===== config.mk =====
export PLATFORM = sky130hd
export DESIGN_NAME = collision_damage
export DESIGN_NICKNAME = d
export VERILOG_FILES = /design/src/rtl/collision_damage.sv
export SDC_FILE = /design/constraint.sdc
export NUM_CORES = 1
export LEC_CHECK = 0
export CORE_MARGIN = 2
export CORE_UTILIZATION = 52
export DETAILED_ROUTE_END_ITERATION = 10
export PLACE_DENSITY = 0.87
export SLEW_MARGIN = 20
export SYNTH_ARGS = -nofsm -noshare
export SYNTH_HDL_FRONTEND = slang
export SYNTH_SLANG_ARGS = --single-unit

===== constraint.sdc =====
create_clock -name clk -period 7.8 [get_ports clk]
set_clock_uncertainty 0.05 [all_clocks]
set_input_delay 1.56 -clock clk [delete_from_list [all_inputs] [get_ports clk]]
set_output_delay 1.56 -clock clk [all_outputs]
set_load 0.02 [all_outputs]

===== src/rtl/collision_damage.sv =====
// collision_damage: bullet scan, overlap test and hp/invulnerability tracking; COLLIDE_HEAL_EN enables green healing
module collision_damage #(
  parameter int N_BULLET = 3,
  parameter int HP_MAX = 20,
  parameter int DMG = 4,
  parameter int HEAL = 2,
  parameter int INVULN_CYCLES = 60
) (
  input  logic        clk,
  input  logic        reset,
  input  logic        isRun,
  output logic [2:0]  index,
  input  logic [15:0] position,
  input  logic [15:0] size,
  input  logic [1:0]  color,
  input  logic        isRender,
  input  logic [15:0] player_pos,
  input  logic [15:0] player_size,
  input  logic        player_moving,
  output logic        isCollide,
  output logic [7:0]  hp,
  output logic        isDead,
  output logic        invuln
);
  localparam int CW = $clog2(INVULN_CYCLES + 1);
  typedef enum logic [1:0] {IDLE, SCAN, DEAD} state_t;
  state_t state, state_n;
  logic [CW-1:0] cnt, cnt_n;
  logic [2:0] index_n;
  logic [7:0] hp_n, hp_dmg, hp_heal;
  logic [8:0] hp_sum;
  logic col_n, overlap, dmg_hit, heal_hit, hit_ok;
  assign overlap = isRender &&
    ({1'b0, player_pos[15:8]} < {1'b0, position[15:8]} + {1'b0, size[15:8]}) &&
    ({1'b0, position[15:8]} < {1'b0, player_pos[15:8]} + {1'b0, player_size[15:8]}) &&
    ({1'b0, player_pos[7:0]} < {1'b0, position[7:0]} + {1'b0, size[7:0]}) &&
    ({1'b0, position[7:0]} < {1'b0, player_pos[7:0]} + {1'b0, player_size[7:0]});
`ifdef COLLIDE_HEAL_EN
  assign dmg_hit = overlap && (color == 2'b00 || (color == 2'b10 && player_moving));
  assign heal_hit = overlap && color == 2'b01;
`else
  assign dmg_hit = overlap && (color == 2'b00 || color == 2'b01 || (color == 2'b10 && player_moving));
  assign heal_hit = 1'b0;
`endif
  assign invuln = cnt != '0;
  assign isDead = state == DEAD;
  assign hit_ok = (dmg_hit && !invuln) || heal_hit;
  assign hp_dmg = hp >= 8'(DMG) ? hp - 8'(DMG) : 8'd0;
  assign hp_sum = {1'b0, hp} + 9'(HEAL);
  assign hp_heal = hp_sum > 9'(HP_MAX) ? 8'(HP_MAX) : hp_sum[7:0];
  // next-state: scan and score hits while running, freeze when dead, otherwise reload to idle
  always_comb begin
    state_n = state;
    index_n = index;
    hp_n = hp;
    cnt_n = cnt;
    col_n = 1'b0;
    if (state == SCAN && isRun) begin
      index_n = index == 3'(N_BULLET - 1) ? 3'd0 : index + 3'd1;
      col_n = hit_ok;
      hp_n = !hit_ok ? hp : heal_hit ? hp_heal : hp_dmg;
      cnt_n = (hit_ok && !heal_hit) ? CW'(INVULN_CYCLES) : invuln ? cnt - 1'b1 : cnt;
      state_n = hp_n == 8'd0 ? DEAD : SCAN;
    end else if (!(state == DEAD && isRun)) begin
      state_n = (state == IDLE && isRun) ? SCAN : IDLE;
      index_n = '0;
      hp_n = 8'(HP_MAX);
      cnt_n = '0;
    end
  end
  // state register with synchronous reset overriding any hit in flight
  always_ff @(posedge clk) begin
    if (reset) begin
      state <= IDLE;
      index <= '0;
      hp <= 8'(HP_MAX);
      cnt <= '0;
      isCollide <= 1'b0;
    end else begin
      state <= state_n;
      index <= index_n;
      hp <= hp_n;
      cnt <= cnt_n;
      isCollide <= col_n;
    end
  end
endmodule

# Word level (Yosys, flattened, before mapping)
# Cells that the tools add are included.
# word_totals
regBits,20
in_bits,71
# classes
n_addsub,7
order_cmp,5
eq_ne,7
mux,15
bitwise,1
n_reduce_logical,19
# ops
cell,count
$add 8x8->9,4
$lt 8x9->1,4
$mux 8,4
$mux 6,4
$logic_and 1x1->1,10
$mux 3,3
$ge 8x3->1 const B,1
$logic_not 8->1,1
$sub 8x3->8 const B,1
$mux 2,3
$reduce_bool 6->1,1
$sub 6x1->6 const B,1
$eq 2x1->1 const B,2
$eq 2x2->1 const B,2
$logic_not 2->1,2
$add 3x1->3 const B,1
$eq 3x2->1 const B,1
$ne 3x3->1 const B,1
$logic_or 1x1->1,2
$ne 2x2->1 const B,1
$reduce_and 2->1,1
$reduce_or 2->1,1
$logic_not 1->1,1
$mux 1,1
$not 1->1,1

# Depth between registers and ports, before layout
# logic_depth
ltp_word,12
ltp_mapped,18
depth_no_buf,17

# Worst setup path after synthesis
# OpenSTA, ideal clock, no wires.
# synth_path
kind,input to register
startpoint,input position[0]
endpoint,register state[0]
setup_ns,0.060
arrival_time_ns,5.234
path_slack_ns,2.456
stages,16
path_cell_list,ha_1 -> fa_1 -> a211oi_1 -> o21bai_1 -> a21oi_1 -> xor2_1 -> ha_1 -> a21o_1 -> a221oi_1 -> o21ai_0 -> o211a_1 -> or4_1 -> buf_2 -> or3_4 -> o41ai_2 -> o311a_1
# synth_between
elab_chain_cells,10
# synth_lines
element,line_no,source
from (decl),13,"input logic [15:0] position,"
$add 8x8->9,36,"({1'b0, player_pos[7:0]} < {1'b0, position[7:0]} + {1'b0, size[7:0]}) &&"
$lt 8x9->1,36,
$logic_and 1x1->1,35,"({1'b0, position[15:8]} < {1'b0, player_pos[15:8]} + {1'b0, player_size[15:8]}) &&"
$logic_and 1x1->1 *,36,
$logic_and 1x1->1 *,42,assign dmg_hit = overlap && (color == 2'b00 || color == 2'b01 || (color == 2'b10 && player_moving));
$logic_and 1x1->1 *,47,assign hit_ok = (dmg_hit && !invuln) || heal_hit;
$mux 8 *,61,hp_n = !hit_ok ? hp : heal_hit ? hp_heal : hp_dmg;
$logic_not 8->1 *,63,state_n = hp_n == 8'd0 ? DEAD : SCAN;
$mux 2 *,63,
$mux 2 *,58,if (state == SCAN && isRun) begin
to (signal assigned),80,state <= state_n;
to (decl),27,"state_t state, state_n;"
# Every way passes the cells marked *; elsewhere a longest branch is shown, timed or not.
# A chain may end at the register's enable or synchronous reset.

# Worst setup path in the final report
# Same ends and word-level chain as after synthesis.

==> results by stage <==
Job:
- Max-cap violations in this run came to 0.

Die:
- The die outline area is between 6000 and 7000 sq um.
- The area of the core is 5170 sq um.
- The die outline height is between 70 and 80 um.
- 85 I/O pins were placed.
- The die is between 70 and 80 um wide.
- The floorplan has 26 rows.
- For this configuration, the core starts out at a cell density of between 50% and 60%.

CTS:
- After clock tree synthesis, the repair step resized 0 gates.
- The total clock sinks is 20.
- In this run the deepest clock path goes through 2 buffers.
- The clock reaches the later pin of the worst-skew pair after ~0.26 ns.
- The root buffer cell chosen for the clock tree is clkbuf_8.
- The number of buffers created by CTS is 3.
- TritonCTS built the clock tree.
- Clock-pin slew was measured on the worst setup and hold paths at ~0.080 ns.
- Once the clock tree was built, the setup fixing pass inserted 0 buffers.
- For this design, the CTS-stage hold fixing added 0 buffers.
- The number of H-tree branching levels is 1.

Synth:
- Counting flops with a built-in enable in the synthesized netlist gives 0.
- Among all flip-flop cells after synthesis, the most frequent one is dfxtp_1.
- The register area share after synthesis is 14.2%.
- The post-synthesis async set-or-reset flop share is 0%.
- The number of warning messages in the yosys log is 0.
- The post-synthesis net count is 480.
- The post-synthesis instance area is between 2000 and 3000 sq um.
- The distinct cell type count after synthesis is ~50.
- Counting every instance in the synthesized netlist gives 342.
- In this run the mean area of a mapped cell was around 8.2 sq um.
- In this run, synthesis produced a sequential element count of 20.

Critical path:
- Among all stages on the critical path, the largest delay is contributed by or4_1.
- By instance count, the cell type seen most on the critical path is ha_1.
- The nature of the critical path endpoint is a register.
- The largest stage delay on the critical path is 0.69 ns.
- The signal on the critical path passes through clkdlybuf4s50_1 > ha_1 > fa_1 > a211oi_1 > o21bai_1 > a21oi_1 > xor2_1 > ha_1 > a21o_1 > a221oi_1 > o21ai_0 > o211a_1 > or4_1 > or3_4 > o41ai_2 > o311a_1.
- In this run the worst path has a maximum fanout of 6.
- Data arrives at the worst endpoint at approximately 6.1 ns.
- The critical path is of the input port to register type.
- STA classifies the critical path startpoint as an input port.
- At the worst endpoint, the required time is around 8.0 ns.

Placed design:
- The number of placed instances, taps included is roughly 490.
- The HPWL after detailed placement is 5900 um.
- The final weighted congestion in routability-driven placement is around 0.9.
- The port buffer count is 84.

Power and ir drop:
- The fraction of power spent switching nets is between 30% and 40%.
- Sequential cells account for approximately a quarter of the total power.
- The cell area power density is approximately 110 nW/um^2.
- The internal power summed over all cells is 0.287 mW.
- The clock network burns between 20% and 30% of the power.
- The switching power total is between 0.1 and 0.15 mW.
- The peak supply drop is 0.104 mV.
- In this run the static leakage power is around 1.7 nW.
- Of the total power, combinational logic draws between 50% and 60%.

Route:
- After detailed routing, the number of vias per cell comes to about 5.7.
- After detailed routing, the average wire length per cell comes to about 14 um.
- After detailed routing, the number of remaining DRC violations is 0.
- The first detailed-routing pass ran for 4 iterations.
- The remaining number of nets flagged by the antenna check after routing is 0.
- Detailed routing inserted a total of ~2800 vias.
- The total routed wirelength is around 7000 um.
- The starting DRC count in detailed routing is between 150 and 200.

Cells and area:
- Fill cells in the final layout number 407.
- The share of post-route cells with drive strength above 1 is around 2.3%.
- 0 antenna diodes ended up in the layout.
- From synthesis to final layout, the design area changed by 35.0%.
- The final cell count without fillers is 497.
- The layout net count is between 500 and 600.

Global routing:
- The number of global-route vias before repair is ~2800.
- The pin count of the biggest net entering global routing is 15.
- The total global routing overflow is 0.
- The initial antenna violation count is 0.
- Global routing consumed, over all layers together, between 20% and 30% of the routing resources.
- The wire length of the first global-routing pass is approximately 13000 um.

Timing:
- The highest achievable clock rate is about 170 MHz.
- The number of pins exceeding their max-slew limit in the final report is 0.
- Setup violations remaining at the end of the flow were counted as 0.
- The hold violation count in the final report is 0.
- The final-layout setup total negative slack is 0 ns.
- For the pin with the worst max-slew slack, the measured transition is 0.636 ns.
- The worst path needs around 6.0 ns of the cycle, external delays included.
- The post-route worst hold slack is 0.415 ns.
- Setup repair after global routing left no endpoint under its margin.
- Dividing the final minimum period by the clock period gives 76.6%.
- The relative max-transition margin is 57.6%.

Worst hold path:
- The type of the most critical hold path is register to register.

Outcome:
- The run finished with clean final reports.
-- synthesized netlist by cell type, types with 2 or more instances --
| master | count | share of area [%] |
|---|---|---|
| clkbuf_1 | 2 | 0.27 |
| a21oi_1 | 34 | 6.0 |
| nor2b_1 | 8 | 1.8 |
| dfxtp_1 | 20 | 14 |
| fa_1 | 4 | 2.8 |
| and3_1 | 2 | 0.44 |
| o21ai_0 | 23 | 4.1 |
| xor2_1 | 8 | 2.5 |
| nand2_1 | 24 | 3.2 |
| inv_1 | 23 | 3.1 |
| a21o_1 | 13 | 3.5 |
| nand3_1 | 6 | 1.1 |
| o21bai_1 | 11 | 2.9 |
| o31ai_1 | 3 | 0.80 |
| o211a_1 | 3 | 1.1 |
| o211ai_1 | 4 | 1.1 |
| a31oi_1 | 3 | 0.67 |
| ha_1 | 63 | 28 |
| o21a_1 | 3 | 0.80 |
| nor3b_1 | 4 | 1.1 |
| nor4_1 | 3 | 0.67 |
| nand2b_1 | 3 | 0.67 |
| a211oi_1 | 3 | 0.80 |
| o2bb2ai_1 | 2 | 0.62 |
| xnor2_1 | 14 | 4.4 |
| or3_1 | 6 | 1.3 |
| nor3_1 | 2 | 0.36 |
| a311oi_1 | 2 | 0.62 |
| mux2i_1 | 4 | 1.4 |
| nor2_1 | 21 | 2.8 |
-- routing by layer --
layer	vias to the layer above	wire length [um]	GRT usage (%)
met2	87	3240	42.9
met5	-	0	0
li1	1447	-	-
met3	6	398	4.19
met4	0	40	3.39
met1	1297	3320	33.5
-- flip-flops by register name (all words and copies together) (netlist names) --
signal     count
state          2
index          3
hp             8
isCollide      1
cnt            6
-- kinds of logic after synthesis --
family | Yosys count | synth area share, %
adders and majority gates | 67 | 30.8
and+or+nand+nor | 88 | 16.4
AOI/OAI and AO/OA | 115 | 26.8
DFF | 20 | 14.2
muxes | 4 | 1.42
xor gates and xnor gates | 22 | 6.84
buffers and inverters | 26 | 3.51
-- layout make-up --
class,instances,area (sq um),share of cell area (%)
clock buffers,3,41.3,1.09
clock inverters,1,30.0,0.789
inverters,23,86.3,2.27
multi-input cells,296,2320,60.9
flip-flops and latches,20,400,10.5
well taps,70,87.6,2.30
repair buffers,84,841,22.1
-- final timing paths --
path,startpoint,endpoint,slack [ns],cells past startpoint
max,position[0],state[0],1.83,16
min,hp[1],hp[1],0.41,1
max reg2reg,hp[2],state[0],4.79,9
min reg2reg,hp[1],hp[1],0.41,1
-- cells in the final DEF, fill, tap and decap left out, types with 2 or more instances in the layout --
cell type        count
a211oi_1             3
a21o_1              13
a21oi_1             34
a311oi_1             2
a31oi_1              3
and3_1               2
clkbuf_8             3
clkdlybuf4s50_1     84
dfxtp_1             20
fa_1                 4
ha_1                63
inv_1               23
mux2i_1              4
nand2_1             24
nand2b_1             3
nand3_1              6
nor2_1              21
nor2b_1              8
nor3_1               2
nor3b_1              4
nor4_1               3
o211a_1              3
o211ai_1             4
o21a_1               3
o21ai_0             23
o21bai_1            11
o2bb2ai_1            2
o31ai_1              3
or3_1                6
xnor2_1             14
xor2_1               8
-- worst max-delay path, delay by kind of cell --
family,cells,cell delay [ns]
buf+inv,1,0.42
compound gates,9,1.86
simple gates,2,1.14
xor+xnor,1,0.21
fa+ha+maj,3,0.95
-- power by group through the flow --
stage	Clock [mW]	Combinational [mW]	Sequential (mW)
after floorplan	0	0.146	0.107
after global placement	0	0.214	0.107
after detailed placement	0	0.223	0.107
after CTS	0.106	0.226	0.105
after global routing	0.112	0.258	0.105
final	0.105	0.225	0.105
-- metrics by stage --
stage	total power [mW]	utilization (%)	instance area, sq um	setup slack, ns
after floorplan	0.252	-	2820	2.46
after global placement	0.321	72.2	3730	1.76
after detailed placement	0.330	72.2	3730	1.60
after CTS	0.437	73.6	3800	1.83
after global routing	0.475	73.6	3800	1.47
final	0.435	73.6	3800	1.83
Power figures use the tool's default switching activity.
